<file path="config.mk">
export PLATFORM = sky130hd
export DESIGN_NAME = disp_window_ctrl
export DESIGN_NICKNAME = d
export VERILOG_FILES = /design/src/rtl/disp_ctrl_pkg.sv /design/src/rtl/key_debounce_repeat.sv /design/src/rtl/disp_window_ctrl.sv
export SDC_FILE = /design/constraint.sdc
export NUM_CORES = 1
export LEC_CHECK = 0
export BUFFER_PORTS_ARGS = -buffer_cell sky130_fd_sc_hd__buf_2
export CAP_MARGIN = 30
export CORE_MARGIN = 5
export CORE_UTILIZATION = 35
export CTS_BUF_LIST = sky130_fd_sc_hd__clkbuf_8
export DETAILED_ROUTE_END_ITERATION = 8
export GPL_TIMING_DRIVEN = 0
export PLACE_DENSITY_LB_ADDON = 0.08
export SLEW_MARGIN = 30
export SYNTH_ARGS = -nofsm -noshare
export SYNTH_HDL_FRONTEND = slang
export SYNTH_SLANG_ARGS = --single-unit
</file>
<file path="constraint.sdc">
create_clock -name sys_clk -period 4.8 [get_ports sys_clk]
set_clock_uncertainty 0.05 [all_clocks]
set_input_delay 0.72 -clock sys_clk [delete_from_list [all_inputs] [get_ports sys_clk]]
set_output_delay 0.72 -clock sys_clk [all_outputs]
set_load 0.01 [all_outputs]
</file>
<file path="src/rtl/disp_ctrl_pkg.sv">
// ---------------------------------------------------------------------------
// disp_ctrl_pkg
// Shared definitions for the key-driven display-window controller:
//   - window adjustment mode encoding (SIZE / POS)
//   - key index assignments for the action and mode keys
//   - per-key debounce / auto-repeat FSM state encoding
// ---------------------------------------------------------------------------
package disp_ctrl_pkg;

  localparam logic MODE_SIZE = 1'b0;
  localparam logic MODE_POS  = 1'b1;

  localparam int KEY_XP   = 0;
  localparam int KEY_XN   = 1;
  localparam int KEY_YP   = 2;
  localparam int KEY_YN   = 3;
  localparam int KEY_MODE = 4;

  typedef enum logic [1:0] {
    ST_IDLE         = 2'd0,
    ST_PRESS_WAIT   = 2'd1,
    ST_HELD         = 2'd2,
    ST_RELEASE_WAIT = 2'd3
  } db_state_t;

endpackage

</file>
<file path="src/rtl/key_debounce_repeat.sv">
// ---------------------------------------------------------------------------
// key_debounce_repeat
// One active-low push-button: 2-FF synchronizer, debounce FSM and
// hold-to-repeat timer.
// Ports:
//   sys_clk    in  clock
//   sys_rst_n  in  asynchronous active-low reset
//   i_key_n    in  raw key, active-low, asynchronous to sys_clk
//   o_event    out one-cycle pulse on acceptance and on every auto-repeat
//   o_accept   out one-cycle pulse on acceptance only
// ---------------------------------------------------------------------------
module key_debounce_repeat
  import disp_ctrl_pkg::*;
#(
  parameter int DEBOUNCE_CYC = 1_000_000,
  parameter int REPEAT_DLY   = 25_000_000,
  parameter int REPEAT_PER   = 5_000_000
) (
  input  logic sys_clk,
  input  logic sys_rst_n,
  input  logic i_key_n,
  output logic o_event,
  output logic o_accept
);

  localparam int MAX_A = (DEBOUNCE_CYC > REPEAT_DLY) ? DEBOUNCE_CYC : REPEAT_DLY;
  localparam int MAX_C = (MAX_A > REPEAT_PER) ? MAX_A : REPEAT_PER;
  localparam int CNT_W = $clog2(MAX_C + 1);

  localparam logic [CNT_W-1:0] C_DB  = CNT_W'(DEBOUNCE_CYC);
  localparam logic [CNT_W-1:0] C_DLY = CNT_W'(REPEAT_DLY);
  localparam logic [CNT_W-1:0] C_PER = CNT_W'(REPEAT_PER);
  localparam logic [CNT_W-1:0] C_ONE = CNT_W'(1);

  logic             r_s1;
  logic             r_s2;
  db_state_t        r_state;
  logic [CNT_W-1:0] r_cnt;
  logic             r_rep;
  logic             r_event;
  logic             r_accept;

  // Synchronizers reset to "released" so a key held through reset is seen
  // as a fresh press and must pass the full debounce afterwards.
  always_ff @(posedge sys_clk or negedge sys_rst_n) begin
    if (!sys_rst_n) begin
      r_s1     <= 1'b1;
      r_s2     <= 1'b1;
      r_state  <= ST_IDLE;
      r_cnt    <= '0;
      r_rep    <= 1'b0;
      r_event  <= 1'b0;
      r_accept <= 1'b0;
    end else begin
      r_s1     <= i_key_n;
      r_s2     <= r_s1;
      r_event  <= 1'b0;
      r_accept <= 1'b0;
      case (r_state)
        ST_IDLE: begin
          if (!r_s2) begin
            r_state <= ST_PRESS_WAIT;
            r_cnt   <= C_ONE;
          end
        end
        ST_PRESS_WAIT: begin
          // A high sample is a bounce: drop back and restart the count.
          if (r_s2) begin
            r_state <= ST_IDLE;
            r_cnt   <= '0;
          end else if (r_cnt == C_DB) begin
            r_state  <= ST_HELD;
            r_cnt    <= C_ONE;
            r_rep    <= 1'b0;
            r_event  <= 1'b1;
            r_accept <= 1'b1;
          end else begin
            r_cnt <= r_cnt + C_ONE;
          end
        end
        ST_HELD: begin
          if (r_s2) begin
            r_state <= ST_RELEASE_WAIT;
            r_cnt   <= C_ONE;
          end else if ((!r_rep && r_cnt == C_DLY) || (r_rep && r_cnt == C_PER)) begin
            r_cnt   <= C_ONE;
            r_rep   <= 1'b1;
            r_event <= 1'b1;
          end else begin
            r_cnt <= r_cnt + C_ONE;
          end
        end
        ST_RELEASE_WAIT: begin
          if (!r_s2) begin
            r_cnt <= '0;
          end else if (r_cnt == C_DB) begin
            r_state <= ST_IDLE;
            r_cnt   <= '0;
          end else begin
            r_cnt <= r_cnt + C_ONE;
          end
        end
        default: begin
          r_state <= ST_IDLE;
          r_cnt   <= '0;
        end
      endcase
    end
  end

  assign o_event  = r_event;
  assign o_accept = r_accept;

endmodule

</file>
<file path="src/rtl/disp_window_ctrl.sv">
// ---------------------------------------------------------------------------
// disp_window_ctrl
// Key-driven display window controller. Debounced key events adjust staged
// width/height/offset values; staging is committed to the outputs on the
// rising edge of the HDMI frame-end flag so a frame never tears.
// Ports:
//   sys_clk      in  clock
//   sys_rst_n    in  asynchronous active-low reset
//   key          in  raw keys, active-low (0:+X 1:-X 2:+Y 3:-Y 4:mode)
//   i_frame_end  in  frame-complete level from the HDMI timing block
//   o_disp_w/h   out committed window width / height
//   o_disp_x/y   out committed left / top offset
//   o_mode       out 0 = SIZE, 1 = POS
//   o_update     out one-cycle pulse when a commit changes any value
// ---------------------------------------------------------------------------
module disp_window_ctrl
  import disp_ctrl_pkg::*;
#(
  parameter int KEY_NUM      = 5,
  parameter int HDMI_W       = 1920,
  parameter int HDMI_H       = 1080,
  parameter int MIN_W        = 250,
  parameter int MIN_H        = 250,
  parameter int STEP         = 10,
  parameter int IMAGE_WIDTH  = 11,
  parameter int DEBOUNCE_CYC = 1_000_000,
  parameter int REPEAT_DLY   = 25_000_000,
  parameter int REPEAT_PER   = 5_000_000
) (
  input  logic                   sys_clk,
  input  logic                   sys_rst_n,
  input  logic [KEY_NUM-1:0]     key,
  input  logic                   i_frame_end,
  output logic [IMAGE_WIDTH-1:0] o_disp_w,
  output logic [IMAGE_WIDTH-1:0] o_disp_h,
  output logic [IMAGE_WIDTH-1:0] o_disp_x,
  output logic [IMAGE_WIDTH-1:0] o_disp_y,
  output logic                   o_mode,
  output logic                   o_update
);

  // One guard bit so sums and differences never wrap before clamping.
  typedef logic [IMAGE_WIDTH:0] ext_t;

  localparam ext_t C_HW   = ext_t'(HDMI_W);
  localparam ext_t C_HH   = ext_t'(HDMI_H);
  localparam ext_t C_MW   = ext_t'(MIN_W);
  localparam ext_t C_MH   = ext_t'(MIN_H);
  localparam ext_t C_STEP = ext_t'(STEP);
  localparam ext_t C_ZERO = '0;
  localparam int   SEL_W  = $clog2(KEY_NUM);

  localparam logic [KEY_NUM-1:0] MODE_MASK = {{(KEY_NUM-1){1'b0}}, 1'b1} << KEY_MODE;

  function automatic ext_t sat_add(input ext_t a, input ext_t b, input ext_t hi);
    ext_t s;
    s = a + b;
    return (s > hi) ? hi : s;
  endfunction

  function automatic ext_t sat_sub(input ext_t a, input ext_t b, input ext_t lo);
    return (a < lo + b) ? lo : a - b;
  endfunction

  logic [KEY_NUM-1:0]     w_event;
  logic [KEY_NUM-1:0]     w_accept;
  logic [KEY_NUM-1:0]     w_req;
  logic [SEL_W-1:0]       w_sel;
  ext_t                   w_nw, w_nh, w_nx, w_ny;
  logic                   w_nmode;

  logic [IMAGE_WIDTH-1:0] r_w, r_h, r_x, r_y;
  logic                   r_mode;
  logic [IMAGE_WIDTH-1:0] r_out_w, r_out_h, r_out_x, r_out_y;
  logic                   r_upd;
  logic                   r_fe_q1, r_fe_q2;

  for (genvar g = 0; g < KEY_NUM; g++) begin : g_key
    key_debounce_repeat #(
      .DEBOUNCE_CYC (DEBOUNCE_CYC),
      .REPEAT_DLY   (REPEAT_DLY),
      .REPEAT_PER   (REPEAT_PER)
    ) u_key (
      .sys_clk   (sys_clk),
      .sys_rst_n (sys_rst_n),
      .i_key_n   (key[g]),
      .o_event   (w_event[g]),
      .o_accept  (w_accept[g])
    );
  end

  // The mode key acts on acceptance only; every other key uses the
  // repeating event stream.
  assign w_req = (w_event & ~MODE_MASK) | (w_accept & MODE_MASK);

  // Stage 0: arbitrate (lowest index wins) and compute next staging values.
  always_comb begin
    w_nw    = {1'b0, r_w};
    w_nh    = {1'b0, r_h};
    w_nx    = {1'b0, r_x};
    w_ny    = {1'b0, r_y};
    w_nmode = r_mode;
    w_sel   = '0;
    for (int i = KEY_NUM - 1; i >= 0; i--) begin
      if (w_req[i]) w_sel = SEL_W'(i);
    end
    if (|w_req) begin
      if (w_sel == SEL_W'(KEY_MODE)) begin
        w_nmode = ~r_mode;
      end else if (r_mode == MODE_SIZE) begin
        if (w_sel == SEL_W'(KEY_XP))      w_nw = sat_add(w_nw, C_STEP, C_HW);
        else if (w_sel == SEL_W'(KEY_XN)) w_nw = sat_sub(w_nw, C_STEP, C_MW);
        else if (w_sel == SEL_W'(KEY_YP)) w_nh = sat_add(w_nh, C_STEP, C_HH);
        else if (w_sel == SEL_W'(KEY_YN)) w_nh = sat_sub(w_nh, C_STEP, C_MH);
        // A grown window pulls its offset back so it stays inside the raster.
        if (w_nx + w_nw > C_HW) w_nx = C_HW - w_nw;
        if (w_ny + w_nh > C_HH) w_ny = C_HH - w_nh;
      end else begin
        if (w_sel == SEL_W'(KEY_XP))      w_nx = sat_add(w_nx, C_STEP, C_HW - w_nw);
        else if (w_sel == SEL_W'(KEY_XN)) w_nx = sat_sub(w_nx, C_STEP, C_ZERO);
        else if (w_sel == SEL_W'(KEY_YP)) w_ny = sat_add(w_ny, C_STEP, C_HH - w_nh);
        else if (w_sel == SEL_W'(KEY_YN)) w_ny = sat_sub(w_ny, C_STEP, C_ZERO);
      end
    end
  end

  // Stage 1: staging registers.
  always_ff @(posedge sys_clk or negedge sys_rst_n) begin
    if (!sys_rst_n) begin
      r_w    <= IMAGE_WIDTH'(HDMI_W);
      r_h    <= IMAGE_WIDTH'(HDMI_H);
      r_x    <= '0;
      r_y    <= '0;
      r_mode <= MODE_SIZE;
    end else begin
      r_w    <= w_nw[IMAGE_WIDTH-1:0];
      r_h    <= w_nh[IMAGE_WIDTH-1:0];
      r_x    <= w_nx[IMAGE_WIDTH-1:0];
      r_y    <= w_ny[IMAGE_WIDTH-1:0];
      r_mode <= w_nmode;
    end
  end

  // Stage 2: frame-end edge detect and commit. The edge is seen one cycle
  // after the high sample, so staging written on the commit edge itself
  // waits for the next frame.
  always_ff @(posedge sys_clk or negedge sys_rst_n) begin
    if (!sys_rst_n) begin
      r_fe_q1 <= 1'b0;
      r_fe_q2 <= 1'b0;
      r_out_w <= IMAGE_WIDTH'(HDMI_W);
      r_out_h <= IMAGE_WIDTH'(HDMI_H);
      r_out_x <= '0;
      r_out_y <= '0;
      r_upd   <= 1'b0;
    end else begin
      r_fe_q1 <= i_frame_end;
      r_fe_q2 <= r_fe_q1;
      r_upd   <= 1'b0;
      if (r_fe_q1 && !r_fe_q2) begin
        r_out_w <= r_w;
        r_out_h <= r_h;
        r_out_x <= r_x;
        r_out_y <= r_y;
        r_upd   <= (r_w != r_out_w) || (r_h != r_out_h) ||
                   (r_x != r_out_x) || (r_y != r_out_y);
      end
    end
  end

  assign o_disp_w = r_out_w;
  assign o_disp_h = r_out_h;
  assign o_disp_x = r_out_x;
  assign o_disp_y = r_out_y;
  assign o_mode   = r_mode;
  assign o_update = r_upd;

endmodule

</file>
After elaboration in Yosys (flattened, before gate mapping):

Index checks and enable logic that the tools add are counted.

* multiply operators: 0
* equality and inequality tests: 87
* div/mod/pow operators: 0
* mux-type cells: 159
* bitwise gates (word level): 3
* $lt $le $gt $ge: 10
* reductions and logical operators: 53
* shifts and indexed selects: 0
* $add $sub $neg: 19

Operator list (number)
* 25-bit two-way mux: 35
* 25-bit one-hot mux with 4 select lines: 5
* 12-bit two-way mux: 16
* 11-bit two-way mux: 14
* 25-bit by 1-bit adder with 25-bit output, second input constant: 5
* 25-bit by 20-bit equality test with 1-bit output, second input constant: 5
* 25-bit by 23-bit equality test with 1-bit output, second input constant: 5
* 25-bit equality test, second input constant: 5
* 2-bit two-way mux: 30
* 2-bit by 1-bit inequality test with 1-bit output, second input constant: 25
* 5-bit AND reduction: 10
* 11-bit by 4-bit adder with 12-bit output, second input constant: 4
* 12-bit by 11-bit greater-than comparator with 1-bit output, second input constant: 4
* 11-bit inequality test: 4
* 1-bit two-way mux: 40
* 2-bit one-hot mux with 4 select lines: 5
* 2-bit inequality test, second input constant: 17
* 11-bit by 12-bit adder with 12-bit output: 2
* 12-bit greater-than comparator: 2
* 11-bit by 11-bit subtractor with 12-bit output, first input constant: 2
* 11-bit by 4-bit subtractor with 12-bit output, second input constant: 2
* 11-bit by 4-bit less-than comparator with 1-bit output, second input constant: 2
* 11-bit by 9-bit less-than comparator with 1-bit output, second input constant: 2
* 11-bit subtractor, first input constant: 2
* 22 further kinds: 88

* word-level logic and storage cells: 373
* RAM bits: 0
* ROM bits: 0
* memories: 0
* bits in latches: 0
* output and inout port bits: 46
* register bits: 247
* input port bits: 8

Logic depth before layout (Yosys ltp):

Gate-level depths: netlist of run 1.

* depth after elaboration: 18
* depth in mapped cells: 23
* depth with buffers taken out: 20

Modules after synthesis:

Synthesis of run 1 repeated with hierarchy kept, for this count alone.

* cell total of the unflattened synthesis: 2342
* area, all modules: 19947.9 µm²

Modules (own cells, without submodules)
* disp_window_ctrl: instances 1, cells each 1120, seq. area each 2322.2 µm², area each 9140.0 µm²
* key_debounce_repeat at g_key[0].u_key ...: instances 3, cells each 241, seq. area each 803.3 µm², area each 2149.6 µm²
* key_debounce_repeat at g_key[3].u_key: instances 1, cells each 274, seq. area each 803.3 µm², area each 2367.3 µm²
* key_debounce_repeat at g_key[4].u_key: instances 1, cells each 225, seq. area each 803.3 µm², area each 1991.9 µm²

Worst setup path after synthesis of run 1:

OpenSTA, ideal clock, no wires.

* kind: reg2reg
* start point: register r_h[1]
* end point: register r_y[6]
* period minus slack after synthesis: 4.923 ns
* cell stages (with the launch flop): 23
* setup slack: -0.123 ns
* data required time: 4.624 ns
* data arrival time: 4.747 ns
* cells stage by stage: dfrtp_1 clkbuf_1 inv_1 ha_1 nand2b_1 a311o_1 a32oi_2 o31ai_2 or2_2 nor2_1 ha_1 inv_1 fa_1 nor2b_1 o211ai_1 a31oi_1 a41oi_1 a211oi_1 a31o_2 nand3b_1 clkbuf_1 nor2_1 a221o_1

* word-level cells in the longest chain between the ends: 13
* elaborated cells between the ends (all ways): 26
* those cells by class: add/sub (5); order compare (4); mux (15); reduce/logical (2)

Ends and longest elaborated chain
* start, declared: RTL line disp_window_ctrl.sv:72 `logic [IMAGE_WIDTH-1:0] r_w, r_h, r_x, r_y;`
* start signal, assigned: RTL line disp_window_ctrl.sv:131 `r_h <= IMAGE_WIDTH'(HDMI_H);`
* start signal, assigned: RTL line disp_window_ctrl.sv:137 `r_h <= w_nh[IMAGE_WIDTH-1:0];`
* 11-bit by 4-bit adder with 12-bit output, or another cell as far along: RTL line disp_window_ctrl.sv:57 `s = a + b;`
* 12-bit by 11-bit greater-than comparator with 1-bit output or 12-bit two-way mux (tied branches): RTL line disp_window_ctrl.sv:58, disp_window_ctrl.sv:62
* 12-bit two-way mux (on tied branches): RTL line disp_window_ctrl.sv:58, disp_window_ctrl.sv:114
* 12-bit two-way mux: RTL line disp_window_ctrl.sv:113 `else if (w_sel == SEL_W'(KEY_YP)) w_nh = sat_add(w_nh, C_STEP, C_HH);`
* 12-bit two-way mux: RTL line disp_window_ctrl.sv:112 `else if (w_sel == SEL_W'(KEY_XN)) w_nw = sat_sub(w_nw, C_STEP, C_MW);`
* 12-bit two-way mux: RTL line disp_window_ctrl.sv:111 `if (w_sel == SEL_W'(KEY_XP)) w_nw = sat_add(w_nw, C_STEP, C_HW);`
* 12-bit two-way mux: RTL line disp_window_ctrl.sv:110 `end else if (r_mode == MODE_SIZE) begin`
* 12-bit two-way mux: RTL line disp_window_ctrl.sv:108 `if (w_sel == SEL_W'(KEY_MODE)) begin`
* 12-bit two-way mux: RTL line disp_window_ctrl.sv:107 `if (|w_req) begin`
* 11-bit by 12-bit adder with 12-bit output: RTL line disp_window_ctrl.sv:117 `if (w_ny + w_nh > C_HH) w_ny = C_HH - w_nh;`
* 12-bit by 11-bit greater-than comparator with 1-bit output: RTL line disp_window_ctrl.sv:117
* 2-bit nonzero test (no line)
* 6-bit AND reduction (no line)
* end signal, assigned: RTL line disp_window_ctrl.sv:139 `r_y <= w_ny[IMAGE_WIDTH-1:0];`
* end, declared: RTL line disp_window_ctrl.sv:72

Parallel ways exist; a longest one is shown, timed or not. The select of a mux whose other input is x is not followed.
A chain may end at the register's enable or synchronous reset.

Final worst setup path of run 1:

* start point: register r_h[2]
* end point: register r_y[0]

The elaborated chain is that of the path after synthesis.

==> key figures, run 1 <==
Clocking
  • Clock Sinks: 247
  • Clk Latency, worst-skew pair: roughly 0.64 ns
  • Root buf cell: clkbuf_8
  • CTS Buf Count: 49
  • Clk buf depth: 3
  • CTS tree: yes
  • H-tree depth: 2
  • Clock-pin slew on the worst setup and hold paths: ~0.070 ns

Power and ir drop
  • Final Power: roughly 6.0 mW
  • Leak: between 9 and 10 nW
  • Worst vdd ir: 175 uV
  • Pwr per Cell Area: between 200 and 300 mW/mm^2

Setup path
  • Worst Setup Path Type: flop to flop
  • Critical path origin: r_h[2]
  • Critical Path RT: between 5 and 6 ns
  • Startpoint type of the worst setup path: flop
  • Setup crit end: r_y[0]
  • Worst R2R Start: r_h[2]
  • Data arrival, critical path: approximately 5.2 ns
  • CP endpoint kind: flop
  • R2R depth: 21
  • Crit-path max FO: 6
  • Reg2Reg Setup Slack: between 0.02 and 0.03 ns
  • Reg2reg end: r_y[0]

Cells and area
  • Final design utilization: roughly two fifths
  • Non-filler cells, final: between 3000 and 4000
  • Fill count: 5326
  • Area Growth Syn to Fin: 17.2%
  • Share of cells above drive strength 1: between 10% and 20%
  • Nets@finish: 2461
  • Post-route cell area: between 0.02 and 0.025 mm^2
  • Diode count: 0

Route
  • # DRC: 0
  • Initial DRC Count: ~1300
  • Average vias per placed instance: about 5.7
  • WL final: a little under 60000 um
  • Antenna viol nets, final: 0
  • Drt wl/cell: roughly 19 um
  • Routed via count: 17500
  • Detailed-router iteration count before antenna repair: 5

STA
  • Tcrit/Tclk final: between 90% and 100%
  • Crit path time final: 4.77 ns
  • Setup TNS: 0 ns
  • Final setup vio count: 0
  • Final-report max-slew violation count: 0
  • Setup ws final: between 0.02 and 0.03 ns
  • Rel. slew slack: 39.7%
  • Final hold violation count: 0
  • Hold_ws: between 0.1 and 0.15 ns
  • Fmax: approximately 210 MHz
  • RSZ-0062 raised after global routing: true
  • Slew @ Worst Pin: 0.902 ns

Placement
  • Dpl ws: -0.985 ns
  • Placed Cells: between 2000 and 3000
  • DP Area: 0.0197 mm^2
  • PortBufs: between 50 and 60
  • Placer congestion estimate: just over 0.9
  • DP HPWL: between 40000 and 50000 um

Die
  • Die H: 239 um
  • Die width: roughly 240 um
  • Rows: 84
  • CORE AREA: 0.0523 mm^2
  • Initial Utilization: about a third
  • Io pins: 54
  • Die area: approximately 0.057 mm^2

Synth
  • Distinct cells, synth: 101
  • Async S/R FF share, synth: 100%
  • Mapped Avg Cell Area: between 8 and 9 um^2
  • Syn Nets: around 2300
  • Post-synth top flop: dfrtp_1
  • Number of synthesized flops with an enable pin: 0
  • Cell count after synthesis: 2205
  • Synthesis-stage register bit count: around 250
  • Count leader, synth: o21ai_0
  • Synth top area cells: dfrtp_1, o21ai_0, ha_1
  • List of most frequent post-synthesis cells: o21ai_0, nand2_1, dfrtp_1
  • Top cell type's share of synthesized area: 30.0%
  • Cell Area, Synth: between 0.015 and 0.02 mm^2
  • Synth area leader: dfrtp_1
  • Ys Warns: 0
  • Sequential area share after synthesis: around a third

Global route
  • First-pass GRT wire length: slightly above 90000 um
  • Grt ovf: 0
  • Vias in the first global route: around 17000
  • Antenna violations before repair: 0
  • Largest net degree at the start of global routing: 82
  • Tot GR Track Use: roughly a fifth

Hold path
  • Hold Path Depth: 1
  • Hold Crit Class: primary input to flop

Status
  • Status: finished, final reports clean

Job
  • MaxCap Viol Count: 0
[layout make-up]
cell class	instances	area [um^2]	share of cell area (%)
clock buffers	63	867	4.02
repair buffers	106	769	3.56
flip-flops and latches	247	6220	28.8
well taps	688	861	3.99
inverters	90	358	1.66
multi-input cells	1744	11800	54.7
clock inverters	29	211	0.979
plain buffers	115	508	2.35
[registers in the layout, summed over array words and instances (netlist names), 4 cells and up, named ones only]
| signal | flops |
|---|---|
| o_disp_x | 11 |
| o_disp_y | 11 |
| g_key.u_key.o_event | 4 |
| g_key.u_key.r_cnt | 125 |
| o_disp_w | 11 |
| g_key.u_key.r_s1 | 5 |
| g_key.u_key.r_s2 | 5 |
| o_disp_h | 11 |
| r_y | 11 |
| r_h | 11 |
| r_w | 11 |
| g_key.u_key.r_state | 5 |
| g_key.u_key.r_rep | 5 |
| r_x | 11 |
[power breakdown]
part           switching [mW]  internal [mW]
sequential             0.0943           2.18
combinational           0.896          0.452
clock                    1.03           1.35
[worst min path at each step]
stage / start / endpoint / slack, ns
2_1_floorplan: g_key[0].u_key.r_s1 / g_key[0].u_key.r_s2 / 0.30
4_1_cts: key[3] / g_key[3].u_key.r_s1 / 0.06
3_5_place_dp: g_key[1].u_key.r_s1 / g_key[1].u_key.r_s2 / 0.30
3_3_place_gp: g_key[3].u_key.r_s1 / g_key[3].u_key.r_s2 / 0.30
6_report: key[3] / g_key[3].u_key.r_s1 / 0.12
5_1_grt: key[3] / g_key[3].u_key.r_s1 / 0.07
[cells by family (layout without fill, tap and decap cells)]
| group | Yosys count | after routing | share of synthesized area (%) |
|---|---|---|---|
| simple gates | 844 | 844 | 23.8 |
| compound gates | 631 | 631 | 22.7 |
| flops | 247 | 247 | 33.7 |
| buf+inv | 214 | 403 | 4.53 |
| xor+xnor | 132 | 132 | 6.27 |
| fa+ha+maj | 100 | 100 | 6.87 |
| mux | 37 | 37 | 2.20 |
[what timing repair did]
action / in CTS / in global routing
resized for setup: 72 / 66
gates cloned: 1 / 0
endpoints found under the setup margin: 22 / 22
hold buffers: 1 / 0
hold endpoints to repair: 44 / 0
pin swaps: 22 / 27
buffers inserted: 29 / 19
[cells in the final DEF (no fill, tap or decap), types with 10 or more instances in the layout]
| cell type | Yosys | routed |
|---|---|---|
| nor2b_1 | 37 | 36 |
| buf_4 | 0 | 45 |
| buf_2 | 13 | 61 |
| nor4_1 | 29 | 29 |
| o21ai_0 | 254 | 243 |
| a211oi_1 | 15 | 12 |
| inv_1 | 90 | 100 |
| xnor2_1 | 98 | 98 |
| nand4_1 | 33 | 33 |
| and3_1 | 49 | 49 |
| mux2_2 | 28 | 27 |
| o41ai_1 | 26 | 25 |
| dfstp_2 | 26 | 26 |
| nand2_1 | 244 | 244 |
| nor3b_1 | 11 | 11 |
| o21a_1 | 12 | 12 |
| nor2_1 | 146 | 144 |
| ha_1 | 98 | 93 |
| dfrtp_1 | 221 | 219 |
| nand4b_1 | 12 | 12 |
| or3_1 | 11 | 11 |
| a31oi_1 | 20 | 17 |
| nand2b_1 | 53 | 52 |
| nand3_1 | 79 | 78 |
| a21o_1 | 19 | 18 |
| xor2_1 | 34 | 33 |
| clkbuf_1 | 95 | 77 |
| o211ai_1 | 16 | 16 |
| buf_1 | 14 | 13 |
| nor3_1 | 55 | 53 |
| a21oi_1 | 72 | 69 |
| o31ai_1 | 55 | 54 |
| clkbuf_8 | 0 | 64 |
| nor4b_1 | 11 | 10 |
[worst max-delay path: stages, from the launching register on]
cell	delay, ns
dfrtp_1	0.40
buf_6	0.14
inv_6	0.05
ha_4	0.20
nand2b_4	0.15
a311o_1	0.40
a32oi_4	0.30
o31ai_4	0.12
or2_4	0.27
nor2_4	0.11
ha_4	0.14
inv_2	0.03
fa_2	0.36
nor2b_2	0.16
o211ai_1	0.13
a31oi_2	0.24
a41oi_2	0.17
a31o_2	0.27
nand3b_1	0.29
buf_4	0.23
a21oi_4	0.13
mux2_4	0.31
[metal layers]
layer  global-route usage [%]  wire length [um]
met1                     27.5             27300
met4                     6.09              1620
met5                        0                 0
met3                     2.91              2740
met2                     32.1             27200
No activity file was read; power rests on OpenSTA's default activity.
==> inputs of run 2 (changes only) <==
--- a/config.mk
+++ b/config.mk
@@ -7,7 +7,7 @@
 export LEC_CHECK = 0
 export BUFFER_PORTS_ARGS = -buffer_cell sky130_fd_sc_hd__buf_2
 export CAP_MARGIN = 30
-export CORE_MARGIN = 5
+export CORE_ASPECT_RATIO = 0.8
 export CORE_UTILIZATION = 35
 export CTS_BUF_LIST = sky130_fd_sc_hd__clkbuf_8
 export DETAILED_ROUTE_END_ITERATION = 8
==> key figures, run 2 (synthesis results as in run 1) <==
Hold path
  • Hold Path Depth: 1
  • Hold Crit Class: primary input to flop
  • Worst Hold Path EP: g_key[0].u_key.r_s1
  • Hold wc startpoint: key[0]

Cells and area
  • Diode count: 0
  • Fill count: 5290
  • Top reg by flops: g_key.u_key.r_cnt
  • Share of cells above drive strength 1: 15.1%
  • Max reg flops: approximately 130
  • Non-filler cells, final: just over 3000
  • FF/Latch Area: approximately 0.0062 mm^2
  • Area of the multi-input gates: 0.0118 mm^2
  • Most common cell after layout, fill and taps aside: nand2_1
  • Most frequent cells in the layout: nand2_1, o21ai_0, dfrtp_1
  • Nets@finish: around 2500
  • Post-route cell area: ~0.021 mm^2
  • Area Growth Syn to Fin: 16.2%

STA
  • Setup TNS: 0 ns
  • Tcrit/Tclk final: between 90% and 100%
  • Final hold violation count: 0
  • Setup ws final: about 0.071 ns
  • Final-report max-slew violation count: 0
  • Hold_ws: approximately 0.14 ns
  • Fmax: between 200 and 250 MHz
  • Slew @ Worst Pin: roughly 0.91 ns
  • Rel. slew slack: about two fifths
  • RSZ-0062 raised after global routing: true
  • Crit path time final: around 4.7 ns
  • Final setup vio count: 0

Route
  • WL final: just under 60000 um
  • Drt wl/cell: 19.4 um
  • Average vias per placed instance: roughly 5.7
  • # DRC: 0
  • Initial DRC Count: about 1500
  • Detailed-router iteration count before antenna repair: 6
  • Antenna viol nets, final: 0
  • Routed via count: approximately 18000

Die
  • Initial Utilization: between 30% and 40%
  • Die area: between 0.05 and 0.06 mm^2
  • Die width: about 260 um
  • Io pins: 54
  • Die H: roughly 210 um
  • CORE AREA: 0.0515 mm^2
  • Rows: 74

Power and ir drop
  • Worst vdd ir: between 200 and 250 uV
  • Pwr per Cell Area: roughly 270 mW/mm^2
  • Leak: 9.09 nW

Clocking
  • Clk Latency, worst-skew pair: 0.64 ns
  • CTS tree: yes
  • H-tree depth: 2
  • Root buf cell: clkbuf_8
  • Clock Sinks: approximately 250
  • Clock-pin slew on the worst setup and hold paths: approximately 0.060 ns
  • Clk buf depth: 3
  • CTS Buf Count: 49

Setup path
  • Worst Setup Path Type: flop to flop
  • CP endpoint kind: flop
  • Crit-path max FO: 5
  • Worst R2R Start: r_h[1]
  • Reg2Reg Setup Slack: between 0.07 and 0.08 ns
  • Data arrival, critical path: 5.24 ns
  • R2R depth: 22
  • Startpoint type of the worst setup path: flop
  • Critical Path RT: approximately 5.3 ns
  • Reg2reg end: r_y[8]

Placement
  • Placer congestion estimate: roughly 0.94
  • Dpl ws: -0.947 ns
  • Placed Cells: about 2900
  • DP HPWL: 42700 um
  • DP Area: around 0.02 mm^2
  • PortBufs: 53

Global route
  • First-pass GRT wire length: roughly 95000 um
  • Grt ovf: 0
  • Largest net degree at the start of global routing: 81
  • Tot GR Track Use: about 22%
  • Vias in the first global route: approximately 17000
  • Antenna violations before repair: 1

Job
  • MaxCap Viol Count: 0

Status
  • Status: finished, final reports clean
[run 2: cell types whose count changed in the layout (fill, tap and decap cells not counted), moves of 3 or more]
cell / previous run / this run
a21oi_2: 3 / 6
clkbuf_1: 77 / 80
inv_6: 3 / 0
clkbuf_8: 64 / 58
a21oi_1: 69 / 66
buf_4: 45 / 34
[run 2: worst max-delay path by stage]
stage | from | endpoint | depth (start not counted)
floorplan | r_h[1] | r_y[8] | 21
detailed placement | r_h[1] | r_y[10] | 21
CTS | r_h[1] | r_y[6] | 22
finish | r_h[1] | r_y[8] | 22
global placement | sys_rst_n | g_key[0].u_key.r_cnt[4] | 1
global route | g_key[3].u_key.o_event | r_y[8] | 20
[run 2: cell type report]
type / count / area share [%]
Tap cell: 684 / 4.00
Timing Repair Buffer: 94 / 3.10
Sequential cell: 247 / 29.0
Inverter: 90 / 1.61
Clock inverter: 31 / 1.01
Multi-Input combinational cell: 1744 / 55.1
Buffer: 120 / 2.54
Clock buffer: 57 / 3.66
[run 2: metal layers]
layer	up-vias	GRT usage, %	part of all wire [%]
li1	8357	-	-
met1	8574	34.1	51
met2	528	30.8	41
met3	85	3.83	6.1
met4	0	5.94	2.0
met5	-	0	0
[run 2: worst max-delay path, stage by stage, from the launching register on]
cell	delay, ns
dfrtp_1	0.38
clkbuf_8	0.15
clkinvlp_4	0.11
ha_4	0.23
nand2b_4	0.16
a311o_1	0.37
a32oi_4	0.33
o31ai_4	0.11
or2_4	0.29
nor2_4	0.11
ha_4	0.15
inv_2	0.04
fa_2	0.39
nor2b_4	0.14
o211ai_1	0.11
a31oi_2	0.26
a41oi_2	0.17
a31o_2	0.23
nand3b_1	0.18
buf_6	0.17
buf_8	0.12
or2_4	0.23
o211ai_2	0.16
[run 2: what timing repair did]
item	in CTS	in global routing
resized for setup	64	66
hold buffers	1	0
endpoints found under the hold margin	27	0
endpoints found under the setup margin	22	22
cloned	1	0
setup buffers	23	13
pin swaps	22	22
[run 2: metrics by stage]
step                      utilization [%]  power [mW]
after floorplan                         -        3.24
after global placement               38.0        3.63
after detailed placement             38.2        3.65
after CTS                            41.0        5.98
after global routing                 41.6        6.29
final                                41.6        5.89
[run 2: power by group]
| part | internal [mW] | switching [mW] | leakage [nW] |
|---|---|---|---|
| combinational | 0.451 | 0.894 | 5.19 |
| clock | 1.24 | 1.03 | 0.577 |
| sequential | 2.18 | 0.0934 | 3.32 |
